### src/rtl/cpu_pkg.sv
// cpu_pkg: shared encodings for the multi-cycle MIPS-subset control path.
// Holds the FSM state encoding, the decoder's instruction-type codes,
// the ALU operation codes, the ALU B-operand select codes and the
// funct/opcode constants the controller needs to tell instructions apart.
package cpu_pkg;

    typedef enum logic [2:0] {
        ST_FETCH  = 3'd0,
        ST_DECODE = 3'd1,
        ST_EXEC   = 3'd2,
        ST_MEM    = 3'd3,
        ST_WB     = 3'd4,
        ST_TRAP   = 3'd5
    } state_t;

    // Instruction-type codes produced by the upstream opcode decoder
    localparam logic [3:0] TYPE_UNSUP = 4'd0;
    localparam logic [3:0] TYPE_RTYPE = 4'd1;
    localparam logic [3:0] TYPE_IMM   = 4'd2;
    localparam logic [3:0] TYPE_BEQ   = 4'd3;
    localparam logic [3:0] TYPE_LW    = 4'd4;

    // ALU operation codes
    localparam logic [2:0] ALU_ADD = 3'b000;
    localparam logic [2:0] ALU_SUB = 3'b001;
    localparam logic [2:0] ALU_OR  = 3'b010;
    localparam logic [2:0] ALU_LUI = 3'b011;

    // ALU B-operand select codes
    localparam logic [1:0] SRCB_REG    = 2'b00;
    localparam logic [1:0] SRCB_FOUR   = 2'b01;
    localparam logic [1:0] SRCB_IMM    = 2'b10;
    localparam logic [1:0] SRCB_BRANCH = 2'b11;

    // Supported R-type funct values and type-2 opcodes
    localparam logic [5:0] FUNCT_ADDU = 6'h21;
    localparam logic [5:0] FUNCT_SUBU = 6'h23;
    localparam logic [5:0] OP_LUI     = 6'h0F;
    localparam logic [5:0] OP_ORI     = 6'h0D;

endpackage

### src/rtl/mc_control_if.sv
// mc_control_if: bundle between the multi-cycle controller and the datapath.
// Ports (by modport):
//   slave  (controller): takes instr, instr_type, mem_ready, alu_zero;
//                        drives every enable/select, state, trap, retired.
//   master (datapath):   the mirror image.
// Parameter CNT_W sets the width of the retired-instruction counter.
interface mc_control_if #(
    parameter int CNT_W = 32
);
    logic [31:0]      instr;
    logic [3:0]       instr_type;
    logic             mem_ready;
    logic             alu_zero;

    logic             pc_we;
    logic             pc_src;
    logic             ir_we;
    logic             mem_rd;
    logic             i_or_d;
    logic             alu_src_a;
    logic [1:0]       alu_src_b;
    logic             ext_op;
    logic [2:0]       alu_ctrl;
    logic             reg_we;
    logic             reg_dst;
    logic             mem_to_reg;
    logic [2:0]       state;
    logic             trap;
    logic [CNT_W-1:0] retired;

    modport slave (
        input  instr, instr_type, mem_ready, alu_zero,
        output pc_we, pc_src, ir_we, mem_rd, i_or_d, alu_src_a, alu_src_b,
               ext_op, alu_ctrl, reg_we, reg_dst, mem_to_reg, state, trap,
               retired
    );

    modport master (
        output instr, instr_type, mem_ready, alu_zero,
        input  pc_we, pc_src, ir_we, mem_rd, i_or_d, alu_src_a, alu_src_b,
               ext_op, alu_ctrl, reg_we, reg_dst, mem_to_reg, state, trap,
               retired
    );

endinterface

### src/rtl/mc_control_alu_ctrl_dec.sv
// alu_ctrl_dec: combinational ALU-operation decoder for the controller.
// Ports:
//   itype, opcode, funct : instruction fields (live in DECODE, latched later)
//   state                : current controller state
//   alu_ctrl             : ALU operation for this cycle
//   funct_illegal        : R-type whose funct is neither addu nor subu
module alu_ctrl_dec
    import cpu_pkg::*;
(
    input  logic [3:0] itype,
    input  logic [5:0] opcode,
    input  logic [5:0] funct,
    input  state_t     state,
    output logic [2:0] alu_ctrl,
    output logic       funct_illegal
);

    // Only EXEC uses a non-ADD operation; FETCH computes PC+4 and
    // DECODE computes the branch target, both with ADD.
    always_comb begin
        alu_ctrl      = ALU_ADD;
        funct_illegal = (itype == TYPE_RTYPE) &&
                        (funct != FUNCT_ADDU) && (funct != FUNCT_SUBU);
        if (state == ST_EXEC) begin
            case (itype)
                TYPE_RTYPE: alu_ctrl = (funct == FUNCT_SUBU) ? ALU_SUB : ALU_ADD;
                TYPE_IMM:   alu_ctrl = (opcode == OP_LUI) ? ALU_LUI : ALU_OR;
                TYPE_BEQ:   alu_ctrl = ALU_SUB;
                default:    alu_ctrl = ALU_ADD;
            endcase
        end
    end

endmodule

### src/rtl/mc_control.sv
// mc_control: multi-cycle control FSM for the MIPS-subset CPU.
// Sequences FETCH/DECODE/EXEC/MEM/WB, drives all datapath enables and
// selects, counts retired instructions and parks in a sticky TRAP state
// on unsupported encodings.
// Ports:
//   clk   : clock
//   reset : asynchronous, active-high
//   bus   : mc_control_if slave modport (instruction inputs, mem_ready,
//           alu_zero in; enables, selects, state, trap, retired out)
module mc_control
    import cpu_pkg::*;
#(
    parameter int CNT_W = 32
) (
    input  logic         clk,
    input  logic         reset,
    mc_control_if.slave  bus
);

    localparam logic [CNT_W-1:0] CNT_ONE = CNT_W'(1);

    state_t           state_q;
    state_t           state_d;
    logic [3:0]       type_q;
    logic [5:0]       opcode_q;
    logic [5:0]       funct_q;
    logic [CNT_W-1:0] retired_q;
    logic             retire_inc;

    logic [3:0]       dec_type;
    logic [5:0]       dec_opcode;
    logic [5:0]       dec_funct;
    logic [2:0]       alu_ctrl_c;
    logic             funct_illegal;

    logic             pc_we_c;
    logic             pc_src_c;
    logic             ir_we_c;
    logic             mem_rd_c;
    logic             i_or_d_c;
    logic             alu_src_a_c;
    logic [1:0]       alu_src_b_c;
    logic             ext_op_c;
    logic             reg_we_c;
    logic             reg_dst_c;
    logic             mem_to_reg_c;

    logic             unused_instr_bits;
    assign unused_instr_bits = ^bus.instr[25:6];

    // In DECODE the latches are being loaded on this very edge, so the
    // legality decision has to look at the live IR fields; every later
    // state works only from the latched copies.
    always_comb begin
        if (state_q == ST_DECODE) begin
            dec_type   = bus.instr_type;
            dec_opcode = bus.instr[31:26];
            dec_funct  = bus.instr[5:0];
        end else begin
            dec_type   = type_q;
            dec_opcode = opcode_q;
            dec_funct  = funct_q;
        end
    end

    alu_ctrl_dec u_alu_ctrl_dec (
        .itype         (dec_type),
        .opcode        (dec_opcode),
        .funct         (dec_funct),
        .state         (state_q),
        .alu_ctrl      (alu_ctrl_c),
        .funct_illegal (funct_illegal)
    );

    // State register, instruction-field latches and retired counter.
    // The counter bumps on the same edge that leaves the final state.
    always_ff @(posedge clk or posedge reset) begin
        if (reset) begin
            state_q   <= ST_FETCH;
            type_q    <= '0;
            opcode_q  <= '0;
            funct_q   <= '0;
            retired_q <= '0;
        end else begin
            state_q <= state_d;
            if (state_q == ST_DECODE) begin
                type_q   <= bus.instr_type;
                opcode_q <= bus.instr[31:26];
                funct_q  <= bus.instr[5:0];
            end
            if (retire_inc) begin
                retired_q <= retired_q + CNT_ONE;
            end
        end
    end

    // Next-state and output decode. Everything is Moore except pc_we/ir_we,
    // which follow mem_ready in FETCH and alu_zero for a beq in EXEC.
    always_comb begin
        state_d      = state_q;
        retire_inc   = 1'b0;
        pc_we_c      = 1'b0;
        pc_src_c     = 1'b0;
        ir_we_c      = 1'b0;
        mem_rd_c     = 1'b0;
        i_or_d_c     = 1'b0;
        alu_src_a_c  = 1'b0;
        alu_src_b_c  = SRCB_REG;
        ext_op_c     = 1'b0;
        reg_we_c     = 1'b0;
        reg_dst_c    = 1'b0;
        mem_to_reg_c = 1'b0;

        case (state_q)
            ST_FETCH: begin
                mem_rd_c    = 1'b1;
                alu_src_b_c = SRCB_FOUR;
                pc_we_c     = bus.mem_ready;
                ir_we_c     = bus.mem_ready;
                if (bus.mem_ready) begin
                    state_d = ST_DECODE;
                end
            end

            ST_DECODE: begin
                alu_src_b_c = SRCB_BRANCH;
                ext_op_c    = 1'b1;
                // Codes above lw are never produced by the decoder; they
                // are treated as unsupported rather than guessed at.
                if ((dec_type == TYPE_UNSUP) || (dec_type > TYPE_LW) ||
                    funct_illegal) begin
                    state_d = ST_TRAP;
                end else begin
                    state_d = ST_EXEC;
                end
            end

            ST_EXEC: begin
                alu_src_a_c = 1'b1;
                case (type_q)
                    TYPE_RTYPE: begin
                        alu_src_b_c = SRCB_REG;
                        state_d     = ST_WB;
                    end
                    TYPE_IMM: begin
                        alu_src_b_c = SRCB_IMM;
                        ext_op_c    = 1'b0;
                        state_d     = ST_WB;
                    end
                    TYPE_BEQ: begin
                        alu_src_b_c = SRCB_REG;
                        pc_src_c    = 1'b1;
                        pc_we_c     = bus.alu_zero;
                        state_d     = ST_FETCH;
                        retire_inc  = 1'b1;
                    end
                    TYPE_LW: begin
                        alu_src_b_c = SRCB_IMM;
                        ext_op_c    = 1'b1;
                        state_d     = ST_MEM;
                    end
                    default: begin
                        alu_src_a_c = 1'b0;
                        state_d     = ST_TRAP;
                    end
                endcase
            end

            ST_MEM: begin
                mem_rd_c = 1'b1;
                i_or_d_c = 1'b1;
                if (bus.mem_ready) begin
                    state_d = ST_WB;
                end
            end

            ST_WB: begin
                reg_we_c     = 1'b1;
                reg_dst_c    = (type_q == TYPE_RTYPE);
                mem_to_reg_c = (type_q == TYPE_LW);
                state_d      = ST_FETCH;
                retire_inc   = 1'b1;
            end

            ST_TRAP: begin
                state_d = ST_TRAP;
            end

            // Unused encodings 6 and 7 recover to FETCH
            default: begin
                state_d = ST_FETCH;
            end
        endcase
    end

    // Write enables and the read strobe are held off while reset is high so
    // an abandoned instruction can never issue a partial write.
    assign bus.pc_we      = pc_we_c  & ~reset;
    assign bus.ir_we      = ir_we_c  & ~reset;
    assign bus.reg_we     = reg_we_c & ~reset;
    assign bus.mem_rd     = mem_rd_c & ~reset;
    assign bus.pc_src     = pc_src_c;
    assign bus.i_or_d     = i_or_d_c;
    assign bus.alu_src_a  = alu_src_a_c;
    assign bus.alu_src_b  = alu_src_b_c;
    assign bus.ext_op     = ext_op_c;
    assign bus.alu_ctrl   = alu_ctrl_c;
    assign bus.reg_dst    = reg_dst_c;
    assign bus.mem_to_reg = mem_to_reg_c;
    assign bus.state      = state_q;
    assign bus.trap       = (state_q == ST_TRAP);
    assign bus.retired    = retired_q;

endmodule

### src/flat_wrapper.sv
// flat-port wrapper written by rule: the top's interface ports become plain ports
module mc_control_flat import cpu_pkg::*;
#(
    parameter int CNT_W = 32
)
  (clk, reset, bus_instr, bus_instr_type, bus_mem_ready, bus_alu_zero, bus_pc_we, bus_pc_src, bus_ir_we, bus_mem_rd, bus_i_or_d, bus_alu_src_a, bus_alu_src_b, bus_ext_op, bus_alu_ctrl, bus_reg_we, bus_reg_dst, bus_mem_to_reg, bus_state, bus_trap, bus_retired);
  mc_control_if #(.CNT_W(CNT_W)) bus_i ();
  input  logic clk;
  input  logic reset;
  input wire logic [$bits(bus_i.instr)-1:0] bus_instr;
  input wire logic [$bits(bus_i.instr_type)-1:0] bus_instr_type;
  input wire logic [$bits(bus_i.mem_ready)-1:0] bus_mem_ready;
  input wire logic [$bits(bus_i.alu_zero)-1:0] bus_alu_zero;
  output wire logic [$bits(bus_i.pc_we)-1:0] bus_pc_we;
  output wire logic [$bits(bus_i.pc_src)-1:0] bus_pc_src;
  output wire logic [$bits(bus_i.ir_we)-1:0] bus_ir_we;
  output wire logic [$bits(bus_i.mem_rd)-1:0] bus_mem_rd;
  output wire logic [$bits(bus_i.i_or_d)-1:0] bus_i_or_d;
  output wire logic [$bits(bus_i.alu_src_a)-1:0] bus_alu_src_a;
  output wire logic [$bits(bus_i.alu_src_b)-1:0] bus_alu_src_b;
  output wire logic [$bits(bus_i.ext_op)-1:0] bus_ext_op;
  output wire logic [$bits(bus_i.alu_ctrl)-1:0] bus_alu_ctrl;
  output wire logic [$bits(bus_i.reg_we)-1:0] bus_reg_we;
  output wire logic [$bits(bus_i.reg_dst)-1:0] bus_reg_dst;
  output wire logic [$bits(bus_i.mem_to_reg)-1:0] bus_mem_to_reg;
  output wire logic [$bits(bus_i.state)-1:0] bus_state;
  output wire logic [$bits(bus_i.trap)-1:0] bus_trap;
  output wire logic [$bits(bus_i.retired)-1:0] bus_retired;
  assign bus_i.instr = bus_instr;
  assign bus_i.instr_type = bus_instr_type;
  assign bus_i.mem_ready = bus_mem_ready;
  assign bus_i.alu_zero = bus_alu_zero;
  assign bus_pc_we = bus_i.pc_we;
  assign bus_pc_src = bus_i.pc_src;
  assign bus_ir_we = bus_i.ir_we;
  assign bus_mem_rd = bus_i.mem_rd;
  assign bus_i_or_d = bus_i.i_or_d;
  assign bus_alu_src_a = bus_i.alu_src_a;
  assign bus_alu_src_b = bus_i.alu_src_b;
  assign bus_ext_op = bus_i.ext_op;
  assign bus_alu_ctrl = bus_i.alu_ctrl;
  assign bus_reg_we = bus_i.reg_we;
  assign bus_reg_dst = bus_i.reg_dst;
  assign bus_mem_to_reg = bus_i.mem_to_reg;
  assign bus_state = bus_i.state;
  assign bus_trap = bus_i.trap;
  assign bus_retired = bus_i.retired;
  mc_control #(.CNT_W(CNT_W)) u_core (.clk(clk), .reset(reset), .bus(bus_i));
endmodule
### config.mk
export PLATFORM = sky130hd
export DESIGN_NAME = mc_control_flat
export DESIGN_NICKNAME = d
export VERILOG_FILES = /design/src/rtl/cpu_pkg.sv /design/src/rtl/mc_control_if.sv /design/src/rtl/mc_control_alu_ctrl_dec.sv /design/src/rtl/mc_control.sv /design/src/flat_wrapper.sv
export SDC_FILE = /design/constraint.sdc
export NUM_CORES = 1
export LEC_CHECK = 0
export CORE_ASPECT_RATIO = 1.4
export CORE_MARGIN = 2
export CORE_UTILIZATION = 39
export CTS_CLUSTER_SIZE = 24
export DETAILED_ROUTE_END_ITERATION = 8
export GPL_ROUTABILITY_DRIVEN = 0
export PLACE_DENSITY = 0.71
export SLEW_MARGIN = 0
export SYNTH_ARGS = -nofsm -noshare
export SYNTH_HDL_FRONTEND = slang
export SYNTH_SLANG_ARGS = --single-unit
### constraint.sdc
create_clock -name clk -period 6.2 [get_ports clk]
set_clock_uncertainty 0.05 [all_clocks]
set_input_delay 1.24 -clock clk [delete_from_list [all_inputs] [get_ports clk]]
set_output_delay 1.24 -clock clk [all_outputs]
set_load 0.005 [all_outputs]
## Word-level counts from Yosys, hierarchy flattened

Cells that the tools add are included.

- Bitwise logic cells: 5
- Magnitude comparators: 1
- Multiplexer cells: 29
- Eq/ne operators: 18
- Reduce and logical (&&, ||, !) cells: 11
- Add/sub/neg operators: 1

Operators by type and width:

| cell | number |
|---|---|
| $add A32 B1 Y32 const B | 1 |
| $eq A4 B2 Y1 const B | 4 |
| $pmux W3 S5 | 1 |
| $mux W1 | 14 |
| $mux W6 | 2 |
| $ne A6 B6 Y1 const B | 2 |
| $pmux W2 S3 | 2 |
| $mux W3 | 3 |
| $pmux W3 S3 | 1 |
| $eq A4 B1 Y1 const B | 2 |
| $eq A3 B2 Y1 const B | 2 |
| $eq A3 B3 Y1 const B | 2 |
| $eq A6 B4 Y1 const B | 1 |
| $eq A6 B6 Y1 const B | 1 |
| $pmux W1 S2 | 3 |
| $reduce_or A2 Y1 | 3 |
| $and A1 B1 Y1 | 4 |
| $eq A4 B3 Y1 const B | 1 |
| $gt A4 B3 Y1 const B | 1 |
| $logic_not A4 Y1 | 1 |
| $mux W2 | 2 |
| $mux W4 | 1 |
| $ne A2 B2 Y1 const B | 2 |
| $reduce_or A4 Y1 | 1 |
| 6 further kinds | 8 |

- Input port bits: 40
- Register bits: 51
- Word-level logic and storage cells: 70

## Logic depth before layout (Yosys ltp)

- Depth in word-level cells: 8
- Mapped depth: 7
- Gate-level depth less buffers: 6

## Cells and area by module

A second synthesis with hierarchy kept.

- Cell total of the unflattened synthesis: 231
- Area total of the unflattened synthesis: 2517.4 µm²

Modules (own cells, without submodules):

| module | sequential area each (µm²) | cells an instance | area each (µm²) | instances |
|---|---|---|---|---|
| mc_control | 1276.2 | 217 | 2411.1 | 1 |
| alu_ctrl_dec | 0.0 | 14 | 106.4 | 1 |

## Worst setup path after synthesis

OpenSTA, ideal clock, no wires.

- Path kind: input -> output
- From: input bus_instr[3]
- To: output bus_alu_ctrl[0]
- Path buffers: 0
- Setup slack: 2.692 ns
- Stages: 5
- Arrival time: 2.218 ns
- Required time: 4.910 ns
- Cell sequence: nor4bb_1 nand2_1 o22a_1 o221ai_1 nor3b_1

- Longest elaborated chain between the ends: 5

Ends and longest elaborated chain:

| element | RTL line | RTL |
|---|---|---|
| start, declared | flat_wrapper.sv:10 | `input wire logic [$bits(bus_i.instr)-1:0] bus_instr;` |
| $mux W6 | - |  |
| $eq A6 B6 Y1 | mc_control_alu_ctrl_dec.sv:26 | `TYPE_RTYPE: alu_ctrl = (funct == FUNCT_SUBU) ? ALU_SUB : ALU_ADD;` |
| $mux W1 | mc_control_alu_ctrl_dec.sv:26 |  |
| $pmux W2 S3 | mc_control_alu_ctrl_dec.sv:25 | `case (itype)` |
| $mux W2 | mc_control_alu_ctrl_dec.sv:24 | `if (state == ST_EXEC) begin` |
| end, declared | flat_wrapper.sv:22 | `output wire logic [$bits(bus_i.alu_ctrl)-1:0] bus_alu_ctrl;` |

No other way between the ends.

## Worst setup path after layout

- From: input bus_instr[5]
- To: output bus_alu_ctrl[0]

Same word-level chain as after synthesis.

==> results.json <==
{
  "cts.sinks": 51,
  "design_area_um2": 3480,
  "clk_pin_slew_ps": 100,
  "avgSynthCellArea_um2": 9.33,
  "switching_share": 0.205,
  "p_int_mw": 0.477,
  "die_w_um": 73.2,
  "fp.dieH_um": 101,
  "critPathMaxFanout": 2,
  "syn_to_final_growth_pct": 33.1,
  "synth_compound_area_frac": 0.0646,
  "hold_path_class": "reg -> reg",
  "peakVddDrop_mv": 0.119,
  "cp.arrival_ps": 3450,
  "diodes": 0,
  "post-dp-hpwl_um": 4260,
  "criticalPathCategory": "in -> out",
  "io_pins": 91,
  "globalRouteTotalUtil": 0.168,
  "cellPowerDensity_nw_per_um2": 173,
  "rows": 35,
  "met3_usage": 0.0400,
  "maxCapViolCount": 0,
  "critPathTopFamily": "buffers and inverters",
  "overflow": 0,
  "grt_max_degree": 52,
  "fmax_mhz": 211,
  "period_minus_slack_ps": 4740,
  "yosys.area_share.xor_xnor": 0.107,
  "critPathRequiredTime_ps": 4910,
  "period_share": 0.765,
  "cp_num_cells": 7,
  "use_met2": 0.288,
  "drtIter0Drc": 82,
  "syn_area_um2": 2610,
  "hp-start": "u_core.opcode_q[3]",
  "ys_ff_latch": 51,
  "cts_tree": "built",
  "clk_latency_ps": 300,
  "via_count": 2150,
  "cts-buffers-inserted": 5,
  "p_clk_frac": 0.407,
  "worst_slew_pin_slew_ps": 1060,
  "r2r-start": "u_core.bus.state[2]",
  "wl_per_cell_um": 13.9,
  "grt_pass1_wl_um": 9920,
  "r2r-end": "u_core.bus.retired[15]",
  "async_flop_share": 1.00,
  "firstDrtPassIters": 4,
  "critical_path.max_stage_delay_ps": 540,
  "fin_total_pwr_mw": 0.601,
  "cts_resized": 0,
  "cp_cell_sequence": "clkdlybuf4s50_1 > nor4bb_1 > nand2_1 > o22a_1 > o221ai_1 > nor3b_1 > clkdlybuf4s50_1",
  "finalHoldViolations": 0,
  "worstSetupStartpointType": "input pin",
  "synth_edf_count": 0,
  "synth-simple-area-share": 0.298,
  "final_layout_size_suffix_gt1_frac": 0.0548,
  "pwr-share-comb": 0.040,
  "cpMostUsedCell": "clkdlybuf4s50_1",
  "h-tree-depth": 2,
  "drcViolationCount": 0,
  "synth_fa_ha_area_frac": 0.00479,
  "r2r_slack_ps": 3470,
  "wirelength_um": 5830,
  "yosys-top-cells-area": "dfrtp_1, nand2_1, xor2_1",
  "yosysMostFrequentCell": "nand2_1",
  "reg2reg_depth": 5,
  "start_util": 0.401,
  "met1_usage": 0.209,
  "top_usage_layer": "met2",
  "run_status": "finished clean",
  "setup_viol": 0,
  "synthMuxAreaShare": 0.00431,
  "place_area_um2": 3360,
  "netlist_instances": 280,
  "ys_types": 48,
  "port_buffers": 69,
  "power_frac_seq": 0.553,
  "synth_commonest_cells": "nand2_1, dfrtp_1, nor2_1",
  "avgViaCountPerCell": 5.11,
  "cts_setup_buffers": 0,
  "worstSetupEndpointType": "primary output",
  "cts_hold_buf": 0,
  "layout.nets": 387,
  "die-area_um2": 7380,
  "hold_path_depth": 2,
  "synth_warnings": 0,
  "yosysTopAreaCell": "dfrtp_1",
  "critPathSlowestCell": "clkdlybuf4s50_1",
  "synth_flop_cell": "dfrtp_1",
  "seq_area_frac_synth": 0.488,
  "cts_buffer_depth": 2,
  "syn_nets": 321,
  "slew_headroom": 0.290,
  "cp_num_buf_inv": 2,
  "slew_violations": 0,
  "synth_top_area_share": 0.488,
  "rsz0062_at_grt": "no",
  "p_leak_nw": 1.49,
  "grt_pass1_vias": 2157,
  "whs_endpoint": "u_core.opcode_q[3]",
  "synth_top_family_by_area": "simple AND/OR/NAND/NOR gates",
  "ant_nets": 0,
  "core-area_um2": 6530,
  "power_switching_mw": 0.123,
  "setup-tns-final_ps": 0,
  "cts-root-buf": "clkbuf_8",
  "antenna_found_initial": 0
}
how the worst max path moves through the flow:
stage                 startpoint         endpoint  slack (ps)
floorplan           bus_instr[3]  bus_alu_ctrl[0]        2690
global placement    bus_instr[5]  bus_alu_ctrl[0]        1450
detailed placement  bus_instr[5]  bus_alu_ctrl[0]        1470
CTS                 bus_instr[5]  bus_alu_ctrl[0]        1460
global route        bus_instr[5]  bus_alu_ctrl[0]        1310
finish              bus_instr[5]  bus_alu_ctrl[0]        1460
flip-flops by register name, summed over array words and instances, names as in the netlist:
signal              flops
u_core.bus.retired     32
u_core.bus.state        3
u_core.funct_q          6
u_core.opcode_q         6
u_core.type_q           4
power groups by stage:
stage	clock network, mW	logic (mW)	registers [mW]
2_1_floorplan	0	0.00810	0.339
3_3_place_gp	0	0.0244	0.339
3_5_place_dp	0	0.0244	0.339
4_1_cts	0.253	0.0246	0.332
5_1_grt	0.266	0.0270	0.332
6_report	0.245	0.0239	0.332
stage by stage:
step	util	hold slack (ps)	std cells	worst slack (ps)
floorplan	-	388	280	2690
global placement	0.514	403	413	1450
detailed placement	0.514	405	413	1470
CTS	0.533	429	421	1460
global route	0.533	452	421	1310
finish	0.533	425	421	1460
metal layers:
layer	share of wire	routed length [um]	vias to the layer above
met1	0.43	2500	1017
met4	0.011	64	0
met5	0	0	-
li1	-	-	1071
met3	0.056	328	7
met2	0.50	2940	55
final cells by class:
class / count / area [um^2]
inverters: 9 / 33.8
well taps: 74 / 92.6
repair buffers: 70 / 698
clock inverters: 2 / 38.8
multi-input cells: 209 / 1260
clock buffers: 6 / 82.6
fillers: 609 / 3050
flip-flops and latches: 51 / 1280
placed cells by master, fill, tap and decap left out, drive strengths merged, types with 2 or more instances in the layout:
master          n
nor4            6
dfrtp          51
nand2b          3
xnor2          11
or3b            3
clkbuf          6
nor2b           5
and3            2
nor2           23
xor2           21
nor3b           4
and2            3
nor3           12
o21ai           5
nand2          66
nand4           8
a21oi           3
o22a            2
o21bai          2
or3             2
nand3           8
clkdlybuf4s50  69
inv            10
o221ai          2
worst register-to-register path: stages (launching register included):
cell,delay (ps)
dfrtp_1,530
or4b_1,750
o21ai_2,290
nand4_2,400
nor4_1,460
xor2_1,190
logic make-up (layout without fill, tap and decap cells):
family | count (synthesis) | in the layout
compound gates | 21 | 21
other cells | 1 | 1
xor+xnor | 32 | 32
simple gates | 153 | 153
flops | 51 | 51
mux | 1 | 1
fa+ha+maj | 1 | 1
buf+inv | 20 | 87
Power figures use the tool's default switching activity.
